## src/rtl/hazard_scoreboard_unit.sv

```systemverilog
// rtl/hazard_scoreboard_unit.sv - EX forwarding, ID stall/flush control and MDU in-flight scoreboard
module hazard_scoreboard_unit #(
  parameter int REG_ADDR_W = 5,
  parameter int MD_LATENCY = 4,
  parameter int PERF_W     = 32
) (
  input  logic                  clk,
  input  logic                  rst,
  input  logic [REG_ADDR_W-1:0] source_reg1_id,
  input  logic [REG_ADDR_W-1:0] source_reg2_id,
  input  logic                  rs1_used_id,
  input  logic                  rs2_used_id,
  input  logic                  md_op_id,
  input  logic [REG_ADDR_W-1:0] source_reg1_ex,
  input  logic [REG_ADDR_W-1:0] source_reg2_ex,
  input  logic [REG_ADDR_W-1:0] reg_dest_ex,
  input  logic                  result_src_ex,
  input  logic                  md_start_ex,
  input  logic [REG_ADDR_W-1:0] reg_dest_mem,
  input  logic                  reg_write_mem,
  input  logic [REG_ADDR_W-1:0] reg_dest_wb,
  input  logic                  reg_write_wb,
  input  logic                  pc_src_ex,
  output logic [1:0]            forward_ae,
  output logic [1:0]            forward_be,
  output logic                  stall_if,
  output logic                  stall_id,
  output logic                  flush_id,
  output logic                  flush_ex,
  output logic                  md_busy,
  output logic                  md_done,
  output logic [REG_ADDR_W-1:0] md_rd,
  output logic [PERF_W-1:0]     stall_cnt,
  output logic [PERF_W-1:0]     flush_cnt
);

  localparam int CNT_W = $clog2(MD_LATENCY);
  localparam logic [CNT_W-1:0] CNT_LOAD = CNT_W'(MD_LATENCY - 1);

  typedef enum logic {
    ST_IDLE = 1'b0,
    ST_BUSY = 1'b1
  } md_state_t;

  md_state_t             r_state;
  md_state_t             w_state_nxt;
  logic [CNT_W-1:0]      r_cnt;
  logic [CNT_W-1:0]      w_cnt_nxt;
  logic [REG_ADDR_W-1:0] r_md_rd;
  logic [REG_ADDR_W-1:0] w_md_rd_nxt;
  logic [PERF_W-1:0]     r_stall_cnt;
  logic [PERF_W-1:0]     r_flush_cnt;

  logic [1:0] w_fwd_a;
  logic [1:0] w_fwd_b;
  logic       w_md_busy;
  logic       w_md_done;
  logic       w_md_pending;
  logic       w_ex_match;
  logic       w_md_match;
  logic       w_ld_hz;
  logic       w_mdx_hz;
  logic       w_mdp_hz;
  logic       w_mds_hz;
  logic       w_stall;

  // MEM result is younger than WB, so it wins when both target the same register
  always_comb begin
    w_fwd_a = 2'b00;
    if (source_reg1_ex != '0 && reg_write_mem && source_reg1_ex == reg_dest_mem) begin
      w_fwd_a = 2'b10;
    end else if (source_reg1_ex != '0 && reg_write_wb && source_reg1_ex == reg_dest_wb) begin
      w_fwd_a = 2'b01;
    end
  end

  always_comb begin
    w_fwd_b = 2'b00;
    if (source_reg2_ex != '0 && reg_write_mem && source_reg2_ex == reg_dest_mem) begin
      w_fwd_b = 2'b10;
    end else if (source_reg2_ex != '0 && reg_write_wb && source_reg2_ex == reg_dest_wb) begin
      w_fwd_b = 2'b01;
    end
  end

  assign w_md_busy    = (r_state == ST_BUSY);
  assign w_md_done    = w_md_busy && (r_cnt == '0);
  assign w_md_pending = w_md_busy && !w_md_done;

  assign w_ex_match = (reg_dest_ex != '0) &&
                      ((rs1_used_id && source_reg1_id == reg_dest_ex) ||
                       (rs2_used_id && source_reg2_id == reg_dest_ex));
  assign w_md_match = (r_md_rd != '0) &&
                      ((rs1_used_id && source_reg1_id == r_md_rd) ||
                       (rs2_used_id && source_reg2_id == r_md_rd));

  assign w_ld_hz  = result_src_ex && w_ex_match;
  assign w_mdx_hz = md_start_ex && w_ex_match;
  // The done cycle releases dependents: the regfile writes through to ID
  assign w_mdp_hz = w_md_pending && w_md_match;
  assign w_mds_hz = md_op_id && (w_md_pending || md_start_ex);

  // A taken branch discards the ID instruction, so there is nothing to hold
  assign w_stall = (w_ld_hz || w_mdx_hz || w_mdp_hz || w_mds_hz) && !pc_src_ex;

  always_comb begin
    w_state_nxt = r_state;
    w_cnt_nxt   = r_cnt;
    w_md_rd_nxt = r_md_rd;
    case (r_state)
      ST_IDLE: begin
        if (md_start_ex) begin
          w_state_nxt = ST_BUSY;
          w_cnt_nxt   = CNT_LOAD;
          w_md_rd_nxt = reg_dest_ex;
        end
      end
      ST_BUSY: begin
        if (r_cnt != '0) begin
          w_cnt_nxt = r_cnt - CNT_W'(1);
        end else if (md_start_ex) begin
          w_state_nxt = ST_BUSY;
          w_cnt_nxt   = CNT_LOAD;
          w_md_rd_nxt = reg_dest_ex;
        end else begin
          w_state_nxt = ST_IDLE;
          w_cnt_nxt   = '0;
          w_md_rd_nxt = '0;
        end
      end
      default: begin
        w_state_nxt = ST_IDLE;
        w_cnt_nxt   = '0;
        w_md_rd_nxt = '0;
      end
    endcase
  end

  always_ff @(posedge clk) begin
    if (rst) begin
      r_state <= ST_IDLE;
      r_cnt   <= '0;
      r_md_rd <= '0;
    end else begin
      r_state <= w_state_nxt;
      r_cnt   <= w_cnt_nxt;
      r_md_rd <= w_md_rd_nxt;
    end
  end

  always_ff @(posedge clk) begin
    if (rst) begin
      r_stall_cnt <= '0;
      r_flush_cnt <= '0;
    end else begin
      if (w_stall && r_stall_cnt != '1) begin
        r_stall_cnt <= r_stall_cnt + PERF_W'(1);
      end
      if (pc_src_ex && r_flush_cnt != '1) begin
        r_flush_cnt <= r_flush_cnt + PERF_W'(1);
      end
    end
  end

  assign forward_ae = rst ? 2'b00 : w_fwd_a;
  assign forward_be = rst ? 2'b00 : w_fwd_b;
  assign stall_if   = !rst && w_stall;
  assign stall_id   = !rst && w_stall;
  assign flush_id   = !rst && pc_src_ex;
  assign flush_ex   = !rst && (w_stall || pc_src_ex);
  assign md_busy    = !rst && w_md_busy;
  assign md_done    = !rst && w_md_done;
  assign md_rd      = rst ? '0 : r_md_rd;
  assign stall_cnt  = rst ? '0 : r_stall_cnt;
  assign flush_cnt  = rst ? '0 : r_flush_cnt;

endmodule

```

## config.mk

```make
export PLATFORM = sky130hd
export DESIGN_NAME = hazard_scoreboard_unit
export DESIGN_NICKNAME = d
export VERILOG_FILES = /design/src/rtl/hazard_scoreboard_unit.sv
export SDC_FILE = /design/constraint.sdc
export NUM_CORES = 1
export LEC_CHECK = 0
export ABC_CLOCK_PERIOD_IN_PS = 4400
export BUFFER_PORTS_ARGS = -buffer_cell sky130_fd_sc_hd__buf_2
export CAP_MARGIN = 25
export CORE_UTILIZATION = 39
export CTS_CLUSTER_DIAMETER = 80
export DETAILED_ROUTE_END_ITERATION = 10
export HOLD_SLACK_MARGIN = 0.1
export PLACE_DENSITY = 0.64
export SYNTH_ARGS = -nofsm -noshare
export SYNTH_HDL_FRONTEND = slang
export SYNTH_SLANG_ARGS = --single-unit
```

## constraint.sdc

```tcl
create_clock -name clk -period 4.4 [get_ports clk]
set_clock_uncertainty 0.2 [all_clocks]
set_input_delay 0.88 -clock clk [delete_from_list [all_inputs] [get_ports clk]]
set_output_delay 0.88 -clock clk [all_outputs]
set_load 0.005 [all_outputs]
```

Word-level counts from Yosys, hierarchy flattened
Index checks and enable logic that the tools add are counted.
Widths: inputs -> output; s select.
Word-level totals
  bits in latches: 0
  logic and storage cells: 86
  memories: 0
  bits in writable memories: 0
  register bits after elaboration: 72
  ROM bits: 0
  output and inout bits: 79
Cells by class
  divide/modulo/power cells: 0
  order comparisons: 0
  muxes and demuxes: 20
  $add $sub $neg: 3
  bitwise operators: 1
  reductions and logical operators: 45
  equality and inequality tests: 12
  multiply operators: 0
  shift operators: 0
Operators by type and width (number)
  $add 32x1->32 const B: 2
  $mux 32: 2
  $ne 32x32->1 const B: 2
  $eq 5x5->1: 8
  $logic_and 1x1->1: 28
  $mux 5: 4
  $reduce_bool 5->1: 4
  $mux 2: 7
  $pmux 5 s2: 1
  $logic_or 1x1->1: 7
  $mux 1: 4
  $ne 2x2->1 const B: 2
  $pmux 2 s2: 1
  $logic_not 1->1: 3
  $logic_not 2->1: 1
  $pmux 1 s2: 1
  $reduce_and 2->1: 1
  $reduce_bool 2->1: 1
  $sub 2x1->2 const B: 1
  $not 1->1: 1

Longest topological paths before layout
  word-level depth: 11
  depth in mapped cells: 8

Least setup slack after synthesis
Ideal clock, no wire load.
  path kind: input to output
  start point: in reg_dest_ex[2]
  end point: out stall_if
  arrival time: 2204 ps
  buffers on the path: 1
  path slack: 1116 ps
  stages on the path: 5
  data required time: 3320 ps
  path through: or4_2 -> o22ai_1 -> o221a_4 -> nor3_1 -> buf_4
Between the ends
  word-level cells in the longest chain between the ends: 10
  elaborated cells between the ends (all ways): 14
  classes of those cells: eq/ne (2); reduce/logical (12)
Ends and longest elaborated chain
  from (decl): RTL line 16  | input logic [REG_ADDR_W-1:0] reg_dest_ex,
  $eq 5x5->1 (on tied branches): RTL line 91, 92
  $logic_and 1x1->1 (on tied branches): RTL line 91, 92
  $logic_or 1x1->1: RTL line 91  | ((rs1_used_id && source_reg1_id == reg_dest_ex) ||
  $logic_and 1x1->1 *: RTL line 90  | assign w_ex_match = (reg_dest_ex != '0) &&
  $logic_and 1x1->1 (on tied branches): RTL line 97, 98
  $logic_or 1x1->1 * (3 in series): RTL line 104  | assign w_stall = (w_ld_hz || w_mdx_hz || w_mdp_hz || w_mds_hz) && !pc_src_ex;
  $logic_and 1x1->1 *: RTL line 104
  $logic_and 1x1->1 *
  to (decl): RTL line 26  | output logic stall_if,
Mark *: on every way between the ends. The rest lies on a longest branch, timed or not.

Worst setup path in the final report
  start point: in reg_dest_ex[2]
  end point: out flush_ex
Between the ends
  word-level cells in the longest chain between the ends: 11
  elaborated cells between the ends (all ways): 15
  classes of those cells: eq/ne (2); reduce/logical (13)
Ends and longest elaborated chain
  $eq 5x5->1 (on tied branches): RTL line 91, 92
  $logic_and 1x1->1 (on tied branches): RTL line 91, 92
  $logic_or 1x1->1: RTL line 91
  $logic_and 1x1->1 *: RTL line 90
  $logic_and 1x1->1 (on tied branches): RTL line 97, 98
  $logic_or 1x1->1 * (3 in series): RTL line 104
  $logic_and 1x1->1 *: RTL line 104
  $logic_or 1x1->1 *: RTL line 170  | assign flush_ex = !rst && (w_stall || pc_src_ex);
  $logic_and 1x1->1 *: RTL line 170
  to (decl): RTL line 29  | output logic flush_ex,
Marks and branches as above.

==> reports/metrics.csv <==
metric,value,unit
async set or reset register ratio after synthesis,0,
post-cts hold buffer count,0,
Die ar.,0.0117,mm²
total CTS buffers,9,
relative slew slack,0.478,
clk sinks,72,
CTS H-Tree Depth,3,
WL final,10300,µm
DP HPWL,7950,µm
share of layout cells above drive strength 1,0.282,
Worst Hold Launch,r_flush_cnt[31],
worst-margin pin slew,777,ps
worst hold endpoint,r_flush_cnt[31],
critical path class,in2out,
DRC Markers,0,
fin crit share,0.802,
setup TNS,0,ps
post-CTS resize count,0,
CP Max Fanout,7,
synthesized net count,558,
Hold Path Stages,2,
CP Capture Type,output port,
syn_area_per_cell,8.58,µm²
R2R depth,7,
IO Count,124,
Hold Fails Final Rpt,0,
Placed Area,0.00511,mm²
Post-Syn Area,0.00438,mm²
Max Fclk,283,MHz
"Data arrival, critical path",2450,ps
final max-slew violation count,0,
clock period minus final worst setup slack,3530,ps
cell accounting for the most synthesized area,dfxtp_1,
largest net degree at the start of global routing,57,
core outline area,0.0109,mm²
WL/cell,13.4,µm
CTS tree,done,
maxcap violations,0,
RSZ-0062 raised after global routing,no,
Die Height,108,µm
HP Class,reg2reg,
Synth Warn #,0,
DR vias/cell,5.09,
Post-CTS Setup Repair Bufs,0,
Starting DRT DRC Count,154,
synthesized flop and latch total,72,
synth-to-layout area growth,20.1,%
root buffer cell,clkbuf_8,
"Design Area, Final",0.00527,mm²
first-pass detailed-route iteration total,4,
maximum vdd drop,0.000141,V
status,finished clean,
gp weighted congestion,0.860,
"Setup violations, final",0,
first-pass GRT wire length,16900,µm
Critical R2R Launch,r_md_rd[4],
chip width,108,µm
Final Net Count,676,
"reg-to-reg slack, setup",1480,ps
ranking of synthesized cells by area,"dfxtp_1 33%, nor2b_1 10%, xor2_1 8.0%",
post-layout util,0.484,
Unique masters post-synth,50,
num rows,38,
n_diodes,0,
vias in the first global route,3727,
Hold Slack,316,ps
grt total ovfl,0,
Pwr Total,0.00126,W
Starting Density,0.403,
Clock Latency Late Sink,350,ps
initial antenna violation count,0,
Longest Clk Path Bufs,2,
Post-synth top cells,"72 x dfxtp_1, 72 x nor2_1, 72 x nor2b_1, 40 x xor2_1, 29 x xnor2_1",
via count,3930,
dominant synthesized flop cell,dfxtp_1,
port bufs,123,
aggregate global-route resource usage,0.182,
CP startpoint kind,input pin,
required time worst endpoint,3320,ps
PwrDens,240,mW/mm²
RR Endpoint,r_stall_cnt[29],
clock-pin transition on the worst setup and hold timing paths,60,ps
Yosys top cell area share,0.329,
ANT nets after route,0,
part of the Yosys area used for sequential elements,0.329,
Leak,2.34,nW
Post-Syn Instances,511,
Post-synth EDFFs,0,
## worst max-delay path: stages
cell     delay [ps]
buf_2           130
or4_2           670
o22ai_1         180
o221a_4         320
a21oi_1         120
buf_2           140
## worst max path at each step
stage	startpoint	to	slack, ps
detailed placement	reg_dest_ex[3]	r_stall_cnt[29]	800
floorplan	reg_dest_ex[2]	stall_if	1120
finish	reg_dest_ex[2]	flush_ex	870
CTS	reg_dest_ex[2]	stall_id	860
global placement	reg_dest_ex[3]	r_stall_cnt[29]	870
global route	reg_dest_ex[3]	stall_if	760
## layer usage
metal  vias to the layer above  global-route usage  part of all wire
met5                         -                   0                 0
met4                         0              0.0636             0.018
met3                        13              0.0518             0.050
met2                        79               0.320              0.50
met1                      1830               0.209              0.43
li1                       2008                   -                 -
## where the power goes
part           total (W)  switching, W  internal, W
Combinational   0.000145     0.0000792    0.0000660
Clock           0.000446      0.000233     0.000214
Sequential      0.000671     0.0000115     0.000660
Total            0.00126      0.000323     0.000939
## flip-flops by register name (all words and copies together), names as in the netlist
register and count:
r_cnt 2, r_flush_cnt 32, r_md_rd 5, r_stall_cnt 32
r_state 1
## cells in the final DEF, fill, tap and decap left out, types with 5 or more instances in the layout
| cell | n |
|---|---|
| buf_2 | 122 |
| nor2b_1 | 72 |
| nor2_1 | 72 |
| dfxtp_1 | 72 |
| xor2_1 | 40 |
| xnor2_1 | 29 |
| nand4_1 | 27 |
| nand2_1 | 26 |
| nand3_1 | 21 |
| mux2_2 | 21 |
| and3_1 | 16 |
| clkbuf_8 | 10 |
| nor4_1 | 9 |
| and4_1 | 8 |
| mux2_1 | 8 |
| nor3_1 | 6 |
| and2_2 | 5 |
| a21oi_1 | 5 |
| or3_1 | 5 |
## cell families (layout without fill, tap and decap cells)
| family | Yosys count | after routing | synth area share |
|---|---|---|---|
| compound gates | 26 | 26 | 0.0488 |
| xor+xnor | 69 | 69 | 0.138 |
| fa+ha+maj | 2 | 2 | 0.00571 |
| buf+inv | 24 | 145 | 0.0277 |
| flops | 72 | 72 | 0.329 |
| mux | 29 | 29 | 0.0745 |
| simple gates | 289 | 289 | 0.377 |
## final cells by class
cell class	instances	area [µm²]
Inverter	4	15.0
Clock buffer	13	149
Tap cell	140	175
Sequential cell	72	1440
Fill cell	1091	5620
Clock inverter	1	5.00
Multi-Input combinational cell	415	2820
Timing Repair Buffer	127	661
## per-stage QoR
stage                     worst slack, ps  cells
final                                 871    772
after global routing                  758    772
after CTS                             860    772
after detailed placement              799    758
after global placement                871    758
after floorplan                      1120    511
Power figures use the tool's default switching activity.
